$ cat config.mk
export PLATFORM = sky130hd
export DESIGN_NAME = csr_timer_unit
export DESIGN_NICKNAME = d
export VERILOG_FILES = /design/src/rtl/csr_timer_unit.sv
export SDC_FILE = /design/constraint.sdc
export NUM_CORES = 1
export LEC_CHECK = 0
export BUFFER_PORTS_ARGS = -buffer_cell sky130_fd_sc_hd__buf_2
export CELL_PAD_IN_SITES_DETAIL_PLACEMENT = 1
export CELL_PAD_IN_SITES_GLOBAL_PLACEMENT = 2
export CORE_UTILIZATION = 33
export DETAILED_ROUTE_END_ITERATION = 6
export PLACE_DENSITY_LB_ADDON = 0.1
export SYNTH_ARGS = -nofsm -noshare
export SYNTH_HDL_FRONTEND = slang
export SYNTH_SLANG_ARGS = --single-unit
$ cat constraint.sdc
create_clock -name clk -period 3.3 [get_ports clk]
set_input_delay 0.66 -clock clk [delete_from_list [all_inputs] [get_ports clk]]
set_output_delay 0.66 -clock clk [all_outputs]
set_load 0.02 [all_outputs]
$ cat src/rtl/csr_timer_unit.sv
`default_nettype none
//==============================================================================
// Module      : csr_timer_unit
// Description : Constant-frequency timer for the LoongArch CSR file. Holds
//               TID/TCFG/TVAL/TICLR and the 64-bit stable counter, and raises
//               the level timer interrupt. Build option: TIMER_PRESCALE_EN.
// Revision    : 1.0 - initial release
//==============================================================================
module csr_timer_unit #(
  parameter logic [31:0] TID_INIT = 32'h0,
  parameter int unsigned PRESCALE = 1
) (
  input  logic        clk,
  input  logic        resetn,
  input  logic        csr_we,
  input  logic [13:0] csr_num,
  input  logic [31:0] csr_wmask,
  input  logic [31:0] csr_wvalue,
  output logic        csr_hit,
  output logic [31:0] csr_rvalue,
  output logic        timer_int,
  output logic [63:0] stable_cnt,
  output logic [31:0] counter_id
);

  localparam logic [13:0] C_NUM_TID   = 14'h40;
  localparam logic [13:0] C_NUM_TCFG  = 14'h41;
  localparam logic [13:0] C_NUM_TVAL  = 14'h42;
  localparam logic [13:0] C_NUM_TICLR = 14'h44;

  typedef enum logic [1:0] {
    S_IDLE = 2'd0,
    S_RUN  = 2'd1,
    S_DONE = 2'd2
  } state_t;

  state_t      state_q;
  logic [31:0] tid_q;
  logic [31:0] tid_d;
  logic [31:0] tcfg_q;
  logic [31:0] tcfg_d;
  logic [31:0] timer_cnt_q;
  logic        pending_q;
  logic [63:0] stable_cnt_q;

  logic        w_wr_tid;
  logic        w_wr_tcfg;
  logic        w_clr;
  logic [31:0] w_tcfg_new;
  logic        w_tick;
  logic        w_expire;

  assign w_wr_tid   = csr_we && (csr_num == C_NUM_TID);
  assign w_wr_tcfg  = csr_we && (csr_num == C_NUM_TCFG);
  assign w_clr      = csr_we && (csr_num == C_NUM_TICLR) && csr_wmask[0] && csr_wvalue[0];
  assign w_tcfg_new = (csr_wmask & csr_wvalue) | (~csr_wmask & tcfg_q);

  assign tid_d  = w_wr_tid ? ((csr_wmask & csr_wvalue) | (~csr_wmask & tid_q)) : tid_q;
  assign tcfg_d = w_wr_tcfg ? w_tcfg_new : tcfg_q;

`ifdef TIMER_PRESCALE_EN
  localparam int unsigned      C_PSC_W    = (PRESCALE > 1) ? $clog2(PRESCALE) : 1;
  localparam logic [C_PSC_W-1:0] C_PSC_LAST = C_PSC_W'(PRESCALE - 1);

  logic [C_PSC_W-1:0] psc_q;

  assign w_tick = (state_q == S_RUN) && (psc_q == C_PSC_LAST);

  always_ff @(posedge clk or negedge resetn) begin
    if (!resetn) begin
      psc_q <= '0;
    end else if (w_wr_tcfg || (state_q != S_RUN) || w_tick) begin
      psc_q <= '0;
    end else begin
      psc_q <= psc_q + 1'b1;
    end
  end
`else
  // PRESCALE of 0 is not a legal configuration; otherwise every RUN cycle ticks.
  assign w_tick = (state_q == S_RUN) && (PRESCALE != 0);
`endif

  // A TCFG write pre-empts the tick, including its expiry.
  assign w_expire = w_tick && !w_wr_tcfg && (timer_cnt_q == 32'd0);

  always_ff @(posedge clk or negedge resetn) begin
    if (!resetn) begin
      tid_q        <= TID_INIT;
      tcfg_q       <= 32'd0;
      timer_cnt_q  <= 32'd0;
      state_q      <= S_IDLE;
      pending_q    <= 1'b0;
      stable_cnt_q <= 64'd0;
    end else begin
      tid_q        <= tid_d;
      tcfg_q       <= tcfg_d;
      stable_cnt_q <= stable_cnt_q + 64'd1;

      if (w_expire) begin
        pending_q <= 1'b1;
      end else if (w_clr) begin
        pending_q <= 1'b0;
      end

      if (w_wr_tcfg) begin
        timer_cnt_q <= {w_tcfg_new[31:2], 2'b00};
        state_q     <= w_tcfg_new[0] ? S_RUN : S_IDLE;
      end else if (w_tick) begin
        if (timer_cnt_q != 32'd0) begin
          timer_cnt_q <= timer_cnt_q - 32'd1;
        end else if (tcfg_q[1]) begin
          timer_cnt_q <= {tcfg_q[31:2], 2'b00};
        end else begin
          state_q <= S_DONE;
        end
      end
    end
  end

  always_comb begin
    csr_hit    = 1'b0;
    csr_rvalue = 32'd0;
    case (csr_num)
      C_NUM_TID: begin
        csr_hit    = 1'b1;
        csr_rvalue = tid_q;
      end
      C_NUM_TCFG: begin
        csr_hit    = 1'b1;
        csr_rvalue = tcfg_q;
      end
      C_NUM_TVAL: begin
        csr_hit    = 1'b1;
        csr_rvalue = timer_cnt_q;
      end
      C_NUM_TICLR: begin
        csr_hit    = 1'b1;
        csr_rvalue = 32'd0;
      end
      default: begin
        csr_hit    = 1'b0;
        csr_rvalue = 32'd0;
      end
    endcase
  end

  assign timer_int  = pending_q;
  assign stable_cnt = stable_cnt_q;
  assign counter_id = tid_q;

endmodule
`default_nettype wire
==> results by stage <==
Routing:
- The first TritonRoute pass finished after 4 iterations.
- The routed via count divided by cell count is 5.27.
- The number of remaining DRC errors is 0.
- The via count is 8,085.
- The per-cell routed wire length is 19.3 um.
- The number of routed nets with antenna violations is 0.
- The DRC marker count from the first detailed-route iteration is 377.
- For this block, the routed nets add up to 29,600 um of wire.

CTS:
- CTS saw 163 sinks.
- After clock tree synthesis, the setup repair step added 0 buffers.
- After clock tree synthesis, the clock-pin slew on the worst setup and hold paths is 0.08 ns.
- The number of H-tree levels is 4.
- The longest clock path from root to sink contains 2 buffers.
- The later pin in the worst-skew pair is clocked with a latency of 0.43 ns.
- The clock tree from TritonCTS is done.
- Gates resized during post-CTS repair numbered 0.
- Hold repair after CTS inserted 0 buffers.
- TritonCTS created 17 clock buffers.
- The buffer cell driving the clock tree root is sky130_fd_sc_hd__clkbuf_16.

Cells and area:
- Cells with a size suffix above 1 make up 31.0% of the layout.
- For this run, the share of the core covered by cells in the final layout is 42.0%.
- The area added between synthesis and finish is 24.7%.
- The net count of the finished layout is 1,262.
- The finished layout holds 1,535 standard cells, fillers aside.
- The final design instance area without fill is 11,400 um^2.

Place:
- The number of placed instances, taps included, is 1,500.
- After legalization and detailed placement, the total HPWL measured 22,200 um.
- After detailed placement, the total cell area comes to 10,700 um^2.
- Routability-driven placement finished with a final weighted congestion of 0.816.
- The count of buffers added on input and output ports is 210.

Logic synthesis:
- The count of distinct cell types in the synthesized netlist is 73.
- The number of enable-type register cells in the synthesized netlist is 0.
- Ranked by instance count, the synthesized netlist is headed by 163 x sky130_fd_sc_hd__dfrtp_1, 162 x sky130_fd_sc_hd__nand2_1, 75 x sky130_fd_sc_hd__nor2_1, 60 x sky130_fd_sc_hd__mux2_2, 57 x sky130_fd_sc_hd__o21ai_0.
- The most common flop cell mapped by yosys is sky130_fd_sc_hd__dfrtp_1.
- The number of warnings reported in the yosys synthesis log is 0.
- The largest total area in the synthesized netlist belongs to sky130_fd_sc_hd__dfrtp_1.
- Of the synthesized area, sequential elements account for 44.8%.
- Synthesis produced a netlist whose cell count is 949.
- The register bit count reported by yosys is 163.
- Counting flops with an async set or reset pin after synthesis yields a share of 100%.
- The post-synthesis cell area is 9100 um^2.
- sky130_fd_sc_hd__dfrtp_1 is the most common cell in the netlist.
- The mean area per synthesized cell is 9.59 um^2.
- The net count of the mapped netlist is 1,033.
- By area the synthesized netlist is led by sky130_fd_sc_hd__dfrtp_1 45%, sky130_fd_sc_hd__mux2_2 7.4%, sky130_fd_sc_hd__nand2_1 6.7%, sky130_fd_sc_hd__mux2i_1 5.2%, sky130_fd_sc_hd__xnor2_1 4.1%.
- The top cell type by area accounts for 44.8% of the synthesized area.

Die:
- The placement row count is 60.
- The number of top-level pins is 211.
- The placeable core region is 27,000 um^2.
- From bottom edge to top edge, the die measures 168 um.
- From left edge to right edge, the die measures 168 um.
- The area of the die is 28,300 um^2.
- The initial core utilization is 33.7%.

GRT:
- The first global-routing pass estimated 48,000 um of wire.
- The maximum number of pins on one net before global-route repair is 66.
- Across every metal layer, demand over resource in global routing totals 21.7%.
- The remaining global-route overflow is 0.
- The initial antenna violation count is 5.
- The number of global-route vias before repair is 8,500.

Flow run:
- The max-cap violation count is 0.

Timing:
- The count of endpoints failing hold in the final timing report came to 0.
- Measured against its own limit, the worst slew margin works out to 34.1%.
- Setup violations remaining at the end of the flow were counted as 0.
- Static timing analysis puts the maximum clock frequency at 329 MHz.
- The worst-case clock skew is 0.0150 ns.
- The worst-case hold slack is 0.155 ns.
- The part of the cycle the worst path needs is 92.0%.
- In the final timing run, aggregate negative setup slack is 0 ns.
- At the pin with the least slew margin, the transition time is 0.980 ns.
- The final max-slew violation count is 0.
- The clock period minus final worst setup slack is 3.04 ns.
- Setup repair after global routing left no endpoint under its margin.

Setup path:
- The largest individual stage delay along the critical path comes from the cell sky130_fd_sc_hd__or3_1.
- The cell seen most often among critical-path stages is sky130_fd_sc_hd__buf_2.
- For the worst setup path, the data required time is 2.64 ns.
- The number of cells on the worst reg-to-reg path is 7.
- Traced cell by cell, the critical path runs through buf_2 -> nor4_4 -> nand3_1 -> or3_1 -> buf_4 -> o21ai_0 -> buf_2.
- The launching element type of the critical path is a primary input.
- Across all register-to-register paths, the minimum setup slack is 0.43 ns.
- The biggest fanout along the worst timing path is 14.
- The data arrival time of the critical path is 2.38 ns.
- The longest individual stage delay on the worst path is 0.39 ns.
- The worst register-to-register path ends at timer_cnt_q[25].
- The startpoint of the most critical register-to-register path is timer_cnt_q[19].
- The worst setup path is captured at an output port.
- The kind of critical path is in -> out.

Power and ir drop:
- Summed over all cells, the static leakage comes to 0.00561 uW.
- Sequential cells account for 47.9% of the total power.
- The total power per unit cell area is 367 nW/um^2.
- Cell internal power was estimated by the tool at 3080 uW.
- The logic gate share of total power is 4.2%.
- The clock network fraction of design power is 47.9%.
- Across the VDD grid, the largest voltage drop is 0.236 mV.
- The total net switching power is 1090 uW.
- In this run switching power makes up 26.1% of total power.

Worst hold path:
- The tightest min-delay check is of the in -> async type.

Status:
- The run finished with clean final reports.
critical path: cells and delay by family:
family | cells | cell delay (ns)
compound gates | 1 | 0.20
buf+inv | 3 | 0.53
simple gates | 3 | 0.99
through the flow:
stage	worst slack, ns	total power (uW)
after floorplan	0.260	2080
after global placement	0.0995	2210
after detailed placement	0.0291	2220
after CTS	0.0292	4250
after global routing	0.0723	4340
final	0.262	4170
area by class of cell:
type	instances	area, um^2
clock buffers	17	425
repair buffers	255	1420
multi-input cells	729	4790
diodes	3	7.51
well taps	341	427
flip-flops and latches	163	4080
inverters	12	45.0
fillers	3197	15700
clock inverters	15	161
worst max-delay path by stage:
stage | slack [ns] | start | to
final | 0.26 | csr_num[7] | csr_rvalue[24]
after floorplan | 0.26 | csr_num[11] | csr_rvalue[1]
after global placement | 0.1 | csr_num[11] | csr_rvalue[24]
after global routing | 0.07 | csr_num[11] | csr_rvalue[22]
after CTS | 0.03 | csr_num[11] | csr_rvalue[24]
after detailed placement | 0.03 | csr_num[11] | csr_rvalue[24]
power groups by stage:
stage | sequential, uW | combinational (uW) | clock (uW)
floorplan | 2040 | 41.0 | 0
global placement | 2040 | 178 | 0
detailed placement | 2040 | 178 | 0
CTS | 2000 | 179 | 2070
global route | 2000 | 196 | 2150
finish | 2000 | 174 | 2000
cells by family (layout without fill, tap and decap cells):
| group | after synthesis | in the layout | share of synthesized area, % |
|---|---|---|---|
| other cells | 0 | 3 | 0 |
| simple gates | 402 | 402 | 22.3 |
| fa+ha+maj | 4 | 4 | 0.522 |
| flops | 163 | 163 | 44.8 |
| xor+xnor | 70 | 70 | 6.73 |
| buf+inv | 57 | 299 | 2.93 |
| mux | 111 | 111 | 13.1 |
| compound gates | 142 | 142 | 9.63 |
placed cells by master, fill, tap and decap left out, types with 10 or more instances in the layout:
| cell | instances |
|---|---|
| sky130_fd_sc_hd__o21ai_0 | 57 |
| sky130_fd_sc_hd__inv_1 | 12 |
| sky130_fd_sc_hd__nand3_1 | 40 |
| sky130_fd_sc_hd__mux2_2 | 60 |
| sky130_fd_sc_hd__nor3_1 | 11 |
| sky130_fd_sc_hd__xnor2_1 | 43 |
| sky130_fd_sc_hd__xor2_1 | 27 |
| sky130_fd_sc_hd__dfrtp_1 | 163 |
| sky130_fd_sc_hd__nand4_1 | 28 |
| sky130_fd_sc_hd__nor2_1 | 75 |
| sky130_fd_sc_hd__buf_2 | 209 |
| sky130_fd_sc_hd__a21oi_1 | 32 |
| sky130_fd_sc_hd__buf_4 | 43 |
| sky130_fd_sc_hd__nand2_1 | 162 |
| sky130_fd_sc_hd__and3_1 | 16 |
| sky130_fd_sc_hd__mux2i_1 | 47 |
| sky130_fd_sc_hd__nor4_1 | 10 |
| sky130_fd_sc_hd__clkbuf_16 | 17 |
routing by layer:
layer	global-route usage (%)	vias up	part of all wire [%]
met5	0	-	0.10
met4	4.19	4	0.74
met3	5.01	21	5.1
met2	36.8	167	48
met1	28.2	4035	46
li1	-	3858	-
Power figures use the tool's default switching activity.
